**src/rtl/gpr_file_scoreboard.sv**
```systemverilog
// -----------------------------------------------------------------------------
// gpr_file_scoreboard
//
// General-purpose register file for the 5-stage pipeline, with a per-register
// busy scoreboard that raises the decode-stage stall on RAW and WAW hazards.
//
// Ports
//   clock         system clock, all state updates on the rising edge
//   reset         synchronous, active-low reset
//   wr_en/addr/data           writeback port
//   rd_a_addr/rd_a_data       ALU read port A (combinational, write-through)
//   rd_b_addr/rd_b_data       ALU read port B (combinational, write-through)
//   bus_rd_en/bus_rd_addr     bus read request
//   bus_data/bus_valid        registered bus value and driver enable
//   issue_en/dst/dst_en/src_a/src_b/use_b   decode-stage issue request
//   flush         clears the scoreboard and discards this cycle's issue
//   stall         issue blocked this cycle (combinational)
//   busy_vec      registered scoreboard bits, one per register
// -----------------------------------------------------------------------------
module gpr_file_scoreboard #(
  parameter int DATA_W   = 8,
  parameter int NUM_REGS = 8,
  parameter int ADDR_W   = 3
) (
  input  logic                clock,
  input  logic                reset,
  input  logic                wr_en,
  input  logic [ADDR_W-1:0]   wr_addr,
  input  logic [DATA_W-1:0]   wr_data,
  input  logic [ADDR_W-1:0]   rd_a_addr,
  output logic [DATA_W-1:0]   rd_a_data,
  input  logic [ADDR_W-1:0]   rd_b_addr,
  output logic [DATA_W-1:0]   rd_b_data,
  input  logic                bus_rd_en,
  input  logic [ADDR_W-1:0]   bus_rd_addr,
  output logic [DATA_W-1:0]   bus_data,
  output logic                bus_valid,
  input  logic                issue_en,
  input  logic [ADDR_W-1:0]   issue_dst,
  input  logic                issue_dst_en,
  input  logic [ADDR_W-1:0]   issue_src_a,
  input  logic [ADDR_W-1:0]   issue_src_b,
  input  logic                issue_use_b,
  input  logic                flush,
  output logic                stall,
  output logic [NUM_REGS-1:0] busy_vec
);

  // Elaboration-time sanity check on the geometry.
  if (NUM_REGS < 2 || (NUM_REGS & (NUM_REGS - 1)) != 0 || (1 << ADDR_W) != NUM_REGS) begin : g_bad_params
    $error("gpr_file_scoreboard: NUM_REGS must be a power of 2 >= 2 and equal 2**ADDR_W");
  end

  logic [DATA_W-1:0]   regs [NUM_REGS];
  logic [NUM_REGS-1:0] wr_onehot;
  logic [NUM_REGS-1:0] busy_eff;
  logic [NUM_REGS-1:0] busy_next;
  logic [DATA_W-1:0]   bus_rd_value;
  logic                hazard;
  logic                accept;

  // Write-through: a same-cycle writeback is visible on every read path.
  function automatic logic [DATA_W-1:0] bypass_read(input logic [ADDR_W-1:0] addr);
    return (wr_en && wr_addr == addr) ? wr_data : regs[addr];
  endfunction

  assign rd_a_data    = bypass_read(rd_a_addr);
  assign rd_b_data    = bypass_read(rd_b_addr);
  assign bus_rd_value = bypass_read(bus_rd_addr);

  // A writeback landing this cycle resolves the hazard on its register.
  assign wr_onehot = wr_en ? (NUM_REGS'(1) << wr_addr) : '0;
  assign busy_eff  = busy_vec & ~wr_onehot;

  assign hazard = busy_eff[issue_src_a]
                | (issue_use_b  & busy_eff[issue_src_b])
                | (issue_dst_en & busy_eff[issue_dst]);

  // Reset holds off issue entirely, so stall is masked while reset is low.
  assign stall  = reset & issue_en & ~flush & hazard;
  assign accept = issue_en & ~flush & ~hazard;

  // NOTE: every variable assigned in always_comb gets a default first, so no
  // path through the block can leave it unassigned and infer a latch.
  always_comb begin
    busy_next = busy_vec & ~wr_onehot;
    // Set after clear: a new writer claiming the register being written back
    // keeps it busy.
    if (accept && issue_dst_en) begin
      busy_next[issue_dst] = 1'b1;
    end
    if (flush) begin
      busy_next = '0;
    end
  end

  // NOTE: sequential state uses non-blocking assignments so every register
  // samples pre-edge values regardless of statement order.
  always_ff @(posedge clock) begin
    if (!reset) begin
      // NOTE: the register array is reset explicitly because software relies
      // on all registers reading zero after reset; this keeps it out of RAM
      // macros, which is acceptable at this size.
      for (int i = 0; i < NUM_REGS; i++) begin
        regs[i] <= '0;
      end
      busy_vec  <= '0;
      bus_data  <= '0;
      bus_valid <= 1'b0;
    end else begin
      // Writeback is performed even in a flush cycle.
      if (wr_en) begin
        regs[wr_addr] <= wr_data;
      end
      busy_vec  <= busy_next;
      bus_valid <= bus_rd_en;
      bus_data  <= bus_rd_en ? bus_rd_value : '0;
    end
  end

endmodule

```
**config.mk**
```make
export PLATFORM = sky130hd
export DESIGN_NAME = gpr_file_scoreboard
export DESIGN_NICKNAME = d
export VERILOG_FILES = /design/src/rtl/gpr_file_scoreboard.sv
export SDC_FILE = /design/constraint.sdc
export NUM_CORES = 1
export LEC_CHECK = 0
export CAP_MARGIN = 20
export CORE_ASPECT_RATIO = 1.1
export CORE_MARGIN = 1
export CORE_UTILIZATION = 35
export DETAILED_ROUTE_END_ITERATION = 8
export MAX_ROUTING_LAYER = met4
export SLEW_MARGIN = 40
export SYNTH_ARGS = -nofsm -noshare
export SYNTH_HDL_FRONTEND = slang
export SYNTH_SLANG_ARGS = --single-unit
export TNS_END_PERCENT = 1
```
**constraint.sdc**
```tcl
create_clock -name clock -period 7 [get_ports clock]
set_clock_uncertainty 0.2 [all_clocks]
set_input_delay 2.1 -clock clock [delete_from_list [all_inputs] [get_ports clock]]
set_output_delay 2.1 -clock clock [all_outputs]
set_load 0.02 [all_outputs]
```
**Yosys cells after proc, flatten, opt, wreduce, memory -nomap -nowiden**

Memory sizes are Yosys's and may differ from the RTL's. A register that Yosys moved wholly into a read port is not among the register bits.
Cells that the tools add are included.

- Output and inout port bits: 34
- Logic and storage cells: 52
- Bits in registers: 9
- Memory bits (read-only): 0
- Latch bits: 0
- Memories kept: 1
- Bits in writable memories: 64
- Bits of input ports: 37

- Equal/unequal tests: 2
- Shift-type cells: 1
- Bitwise operators: 15
- $mul: 0
- Mux-type cells: 19
- Reductions and logical operators: 8
- $lt $le $gt $ge: 4
- Add/subtract/negate cells: 0
- Div/mod/pow operators: 0

Memory list:

| memory | words | width | read ports | clocked after Yosys merged registers in | wr ports | RTL line | RTL |
|---|---|---|---|---|---|---|---|
| regs | 8 | 8 | 3 | 1 | 8 | 54 | `logic [DATA_W-1:0] regs [NUM_REGS];` |

Operators by type and width:

| cell | number |
|---|---|
| 2-to-1 mux 8 bit | 5 |
| < comparator 3 x 4 -> 1 bit, second input constant | 3 |
| binary-select mux 1 bit (select 3 bit) | 3 |
| 2-to-1 mux 1 bit | 9 |
| bitwise AND 8 bit | 1 |
| inverter 8 bit | 1 |
| OR 8 bit | 1 |
| OR reduction 8 bit | 1 |
| left shift 1 x 3 -> 8 bit, first input constant | 1 |
| bitwise AND 1 bit | 7 |
| equality test 3 bit | 2 |
| logical AND 1 bit | 4 |
| demux 1 bit (select 3 bit) | 1 |
| >= comparator 3 x 1 -> 1 bit, second input constant | 1 |
| 2-to-1 mux 3 bit | 1 |
| inverter 1 bit | 3 |
| OR 1 bit | 2 |
| AND reduction 2 bit | 1 |
| OR reduction 2 bit | 1 |
| logical NOT 1 bit | 1 |

**Depth between registers and ports, before layout**

Gate-level depths: netlist of the first run.

- Depth after elaboration: 13
- Mapped depth: 7
- Depth with buffers taken out: 6

**Worst setup path after synthesis of the first run**

Ideal clock, no wire load.

- Kind: input -> output
- Start: input rd_a_addr[0]
- End: output rd_a_data[0]
- Data arrival time: 3.587 ns
- Buffers on the path: 3
- Path slack: 1.113 ns
- Required time: 4.700 ns
- Cell stages on the path: 6
- Cell sequence: buf_2 > buf_2 > xnor2_1 > nand4_1 > buf_2 > a21oi_1

- Cells in the longest elaborated chain, start to end: 3
- Elaborated cells on any way between the ends: 4
- Those cells by class: 1 x eq/ne; 1 x mux; 1 x reduce/logical; 1 x memory

Ends and longest elaborated chain:

| element | RTL line | RTL |
|---|---|---|
| start: declaration | 30 | `input logic [ADDR_W-1:0] rd_a_addr,` |
| parallel branches: the longest is 2 deep, another holds memory read (8 x 8 bit) | - |  |
| 2-to-1 mux 8 bit (*) | 64 | `return (wr_en && wr_addr == addr) ? wr_data : regs[addr];` |
| end: declaration | 31 | `output logic [DATA_W-1:0] rd_a_data,` |

Every way passes the cells marked *.

**Final worst setup path of the first run**

- Start: input wr_en
- End: output stall

- Cells in the longest elaborated chain, start to end: 9
- Elaborated cells on any way between the ends: 14
- Those cells by class: 7 x mux; 7 x bitwise

Ends and longest elaborated chain:

| element | RTL line | RTL |
|---|---|---|
| start: declaration | 27 | `input logic wr_en,` |
| 2-to-1 mux 8 bit (*) | 72 | `assign wr_onehot = wr_en ? (NUM_REGS'(1) << wr_addr) : '0;` |
| inverter 8 bit (*) | 73 | `assign busy_eff = busy_vec & ~wr_onehot;` |
| bitwise AND 8 bit (*) | 73 |  |
| binary-select mux 1 bit (select 3 bit) | 76 | `\| (issue_use_b & busy_eff[issue_src_b])` |
| 2-to-1 mux 1 bit (implied by the code) | 76 |  |
| bitwise AND 1 bit | 76 |  |
| OR 1 bit | 76 |  |
| OR 1 bit (*) | 77 | `\| (issue_dst_en & busy_eff[issue_dst]);` |
| bitwise AND 1 bit (*) | 80 | `assign stall = reset & issue_en & ~flush & hazard;` |
| end: declaration | 45 | `output logic stall,` |

Every way passes the cells marked *; elsewhere a longest branch is shown, timed or not. The select of a mux whose other input is x is not followed.

==> summary.txt, run 1 <==
Cells and area
  • Storage cell area: approximately 0.0023 mm2
  • Layout cell share with drive strength beyond 1: 0.201
  • # fillers: 1,257
  • Nets: around 530
  • Antenna diode count: 0
  • Final core occ: 0.459
  • Layout area overhead: 26.4%
  • Multi-input gate area: 0.00268 mm2

Floorplanning
  • Die Span X: 117 um
  • Core area: 0.0140 mm2
  • Total Die Area: 0.0150 mm2
  • Top-level port count: 71
  • FP Rows: 45
  • Die height: around 130 um
  • Starting Density: 0.363

Pwr
  • Power per cell area: 203 mW/mm2
  • Total power: 0.00131 W
  • Leak: 2.30 nW
  • VDD IR max: between 0.1 and 0.15 mV

Global route
  • GRT Total Usage: 0.225
  • Largest net degree at the start of global routing: 18
  • Initial antenna violation count: 0
  • First-pass GRT wire length: 23.2 mm
  • Congestion Overflow GR: 0
  • Vias in the first global route: between 3k and 4k

Route
  • Drt pass-1 iters: 6
  • Via count: ~3.8k
  • Vias per inst: ~5.6
  • Drc violations: 0
  • Wire per inst: 22.5 um
  • Antenna Violating Nets Remaining: 0
  • Initial DRC Count: 333
  • WL final: 15.3 mm

Critical path
  • Critical path required time: 4.70 ns
  • Worst setup SP type: primary input
  • Cell mode on critical path: clkdlybuf4s50_1
  • CP max FO: 5
  • Slowest CP cell: clkdlybuf4s50_1
  • Delay of the slowest critical-path stage: 0.60 ns
  • CP cell instances: clkdlybuf4s50_1, buf_4, nand4b_1, nand2_1, mux4_2, mux2_4, nand2_4, o211a_1, clkdlybuf4s50_1
  • Crit path kind: primary input to primary output
  • Nature of the critical path endpoint: primary output
  • Crit path arrival time: 4.58 ns

Clock tree
  • Root Driver: clkbuf_16
  • Clk Latency, worst-skew pair: 0.34 ns
  • Post-CTS sizing: 0
  • Clock Sinks: 81
  • Setup bufs post-CTS: 0
  • Clk buf depth: 2
  • CTS Buf Count: 9
  • Hold buffers post-CTS: 0
  • Clock-pin slew on the worst setup and hold paths: around 0.05 ns
  • H-Tree Depth: 3
  • CTS tree: yes

Synthesis
  • Synth Net Count: 448
  • Synth Area in Compound Gates: 0.0614
  • Ys async rst share: 0
  • Post-synthesis adder-cell area fraction: 0
  • Library cells used by synthesis: 40
  • Syn Inst Count: 411
  • Syn_area_per_cell: approximately 12 um2
  • Simple-gate area share of the yosys netlist: 0.175
  • Main synth FF type: edfxtp_1
  • Synth top area cells: edfxtp_1 (38%), mux4_2 (22%), and2_1 (7.9%)
  • Largest family of logic cells by synthesized area: multiplexers
  • XOR/XNOR share of the synthesized area: 0.0155
  • Synth Register Bits: 81
  • Post-synthesis mux area share: 0.271
  • Ys Warns: 0
  • Register area share after synthesis: 0.444
  • Post-synth EDFFs: 64
  • Dominant cell type by area after synthesis: edfxtp_1
  • Top post-synthesis cells by count: and2_1 (64), edfxtp_1 (64), mux4_2 (50)
  • Cell area after synthesis: 0.00509 mm2
  • Yosys top cell area share: 0.377

Timing
  • Period utilisation layout: 0.983
  • Worst Max-Slew Pin Slew: 0.690 ns
  • Hold slack final: 0.375 ns
  • RSZ-0062 raised after global routing: false
  • Setup_tns: 0 ns
  • Final Max Slew Viols: 0
  • Final hold vios: 0
  • Final setup fails: 0
  • Fmax: around 150 MHz
  • Final min period: 6.88 ns
  • Headroom to the max-slew limit: 0.539

Run status
  • Outcome: finished, final reports clean

Job
  • MaxCap Viol Count: 0

Placed design
  • Post-detail-place hpwl: ~11 mm
  • Routability Congestion: around 0.90
  • Port Buf Inserts: 70

Min path
  • Worst Hold Class: flop to flop
[where the power goes]
| part | internal (W) | switching (W) | leakage, nW |
|---|---|---|---|
| logic | 0.000138 | 0.000139 | 1.41 |
| clock network | 0.000277 | 0.000187 | 0.133 |
| registers | 0.000549 | 0.0000193 | 0.757 |
[cell families after synthesis]
kind of cell,after synthesis
buffers and inverters,38
XOR/XNOR,9
flip-flops,81
multiplexers,75
AO/OA/AOI/OAI,49
AND/OR/NAND/NOR,159
[cells in the final DEF (no fill, tap or decap), drive strengths merged, types with 2 or more instances in the layout]
cell type / instances
clkdlybuf4s50: 67
and2: 64
edfxtp: 64
mux4: 50
nor2: 36
buf: 30
mux2i: 24
nand2: 24
a21oi: 22
dfxtp: 17
clkbuf: 12
nand4: 9
a211oi: 8
xnor2: 7
nand4b: 5
o22ai: 5
nand3b: 4
nand3: 4
inv: 4
nand4bb: 3
o211ai: 3
nand2b: 3
dlymetal6s2s: 3
o21ai: 2
a311oi: 2
nor2b: 2
nor3: 2
xor2: 2
o32ai: 2
clkinvlp: 2
[routing by layer]
metal	GRT usage	vias up	share of wire
li1	-	1730	-
met1	0.255	1884	0.39
met2	0.382	156	0.51
met3	0.0311	39	0.045
met4	0.125	0	0.050
met5	-	-	0
[cell type report]
type                    instances  share of cell area
well taps                     188              0.0365
flip-flops and latches         81               0.351
inverters                       4             0.00233
multi-input cells             292               0.416
repair buffers                100               0.149
clock inverters                 4             0.00836
clock buffers                  12              0.0367
[state kept, by name, indices dropped and copies added (netlist names)]
signal	count
bus_data	8
bus_valid	1
busy_vec	8
regs	64
[path summary, 6_finish.rpt]
kind / end / slack, ns / start / depth (start not counted)
max: stall / 0.12 / wr_en / 9
min: busy_vec[1] / 0.37 / busy_vec[1] / 2
max reg2reg: busy_vec[5] / 5.02 / busy_vec[5] / 6
min reg2reg: busy_vec[1] / 0.37 / busy_vec[1] / 2
[stage by stage]
| step | setup WS (ns) | cell area [um2] | std cells |
|---|---|---|---|
| 2_1_floorplan | 1.11 | 5090 | 411 |
| 3_3_place_gp | 0.0939 | 6130 | 665 |
| 3_5_place_dp | 0.0399 | 6140 | 665 |
| 4_1_cts | 0.0311 | 6430 | 681 |
| 5_1_grt | 0.0388 | 6440 | 681 |
| 6_report | 0.116 | 6440 | 681 |
[critical path: cells and delay by family]
family                 cells  cell delay, ns
buffers and inverters      3            1.22
multiplexers               2            0.78
AND/OR/NAND/NOR            3            0.35
AO/OA/AOI/OAI              1            0.14
Power figures use the tool's default switching activity.
==> run 2, diff against run 1 <==
Settings changed: SETUP_SLACK_MARGIN set to 0.02.
==> results of run 2 <==
No change in the layout: final DEF, timing and power equal those of run 1.
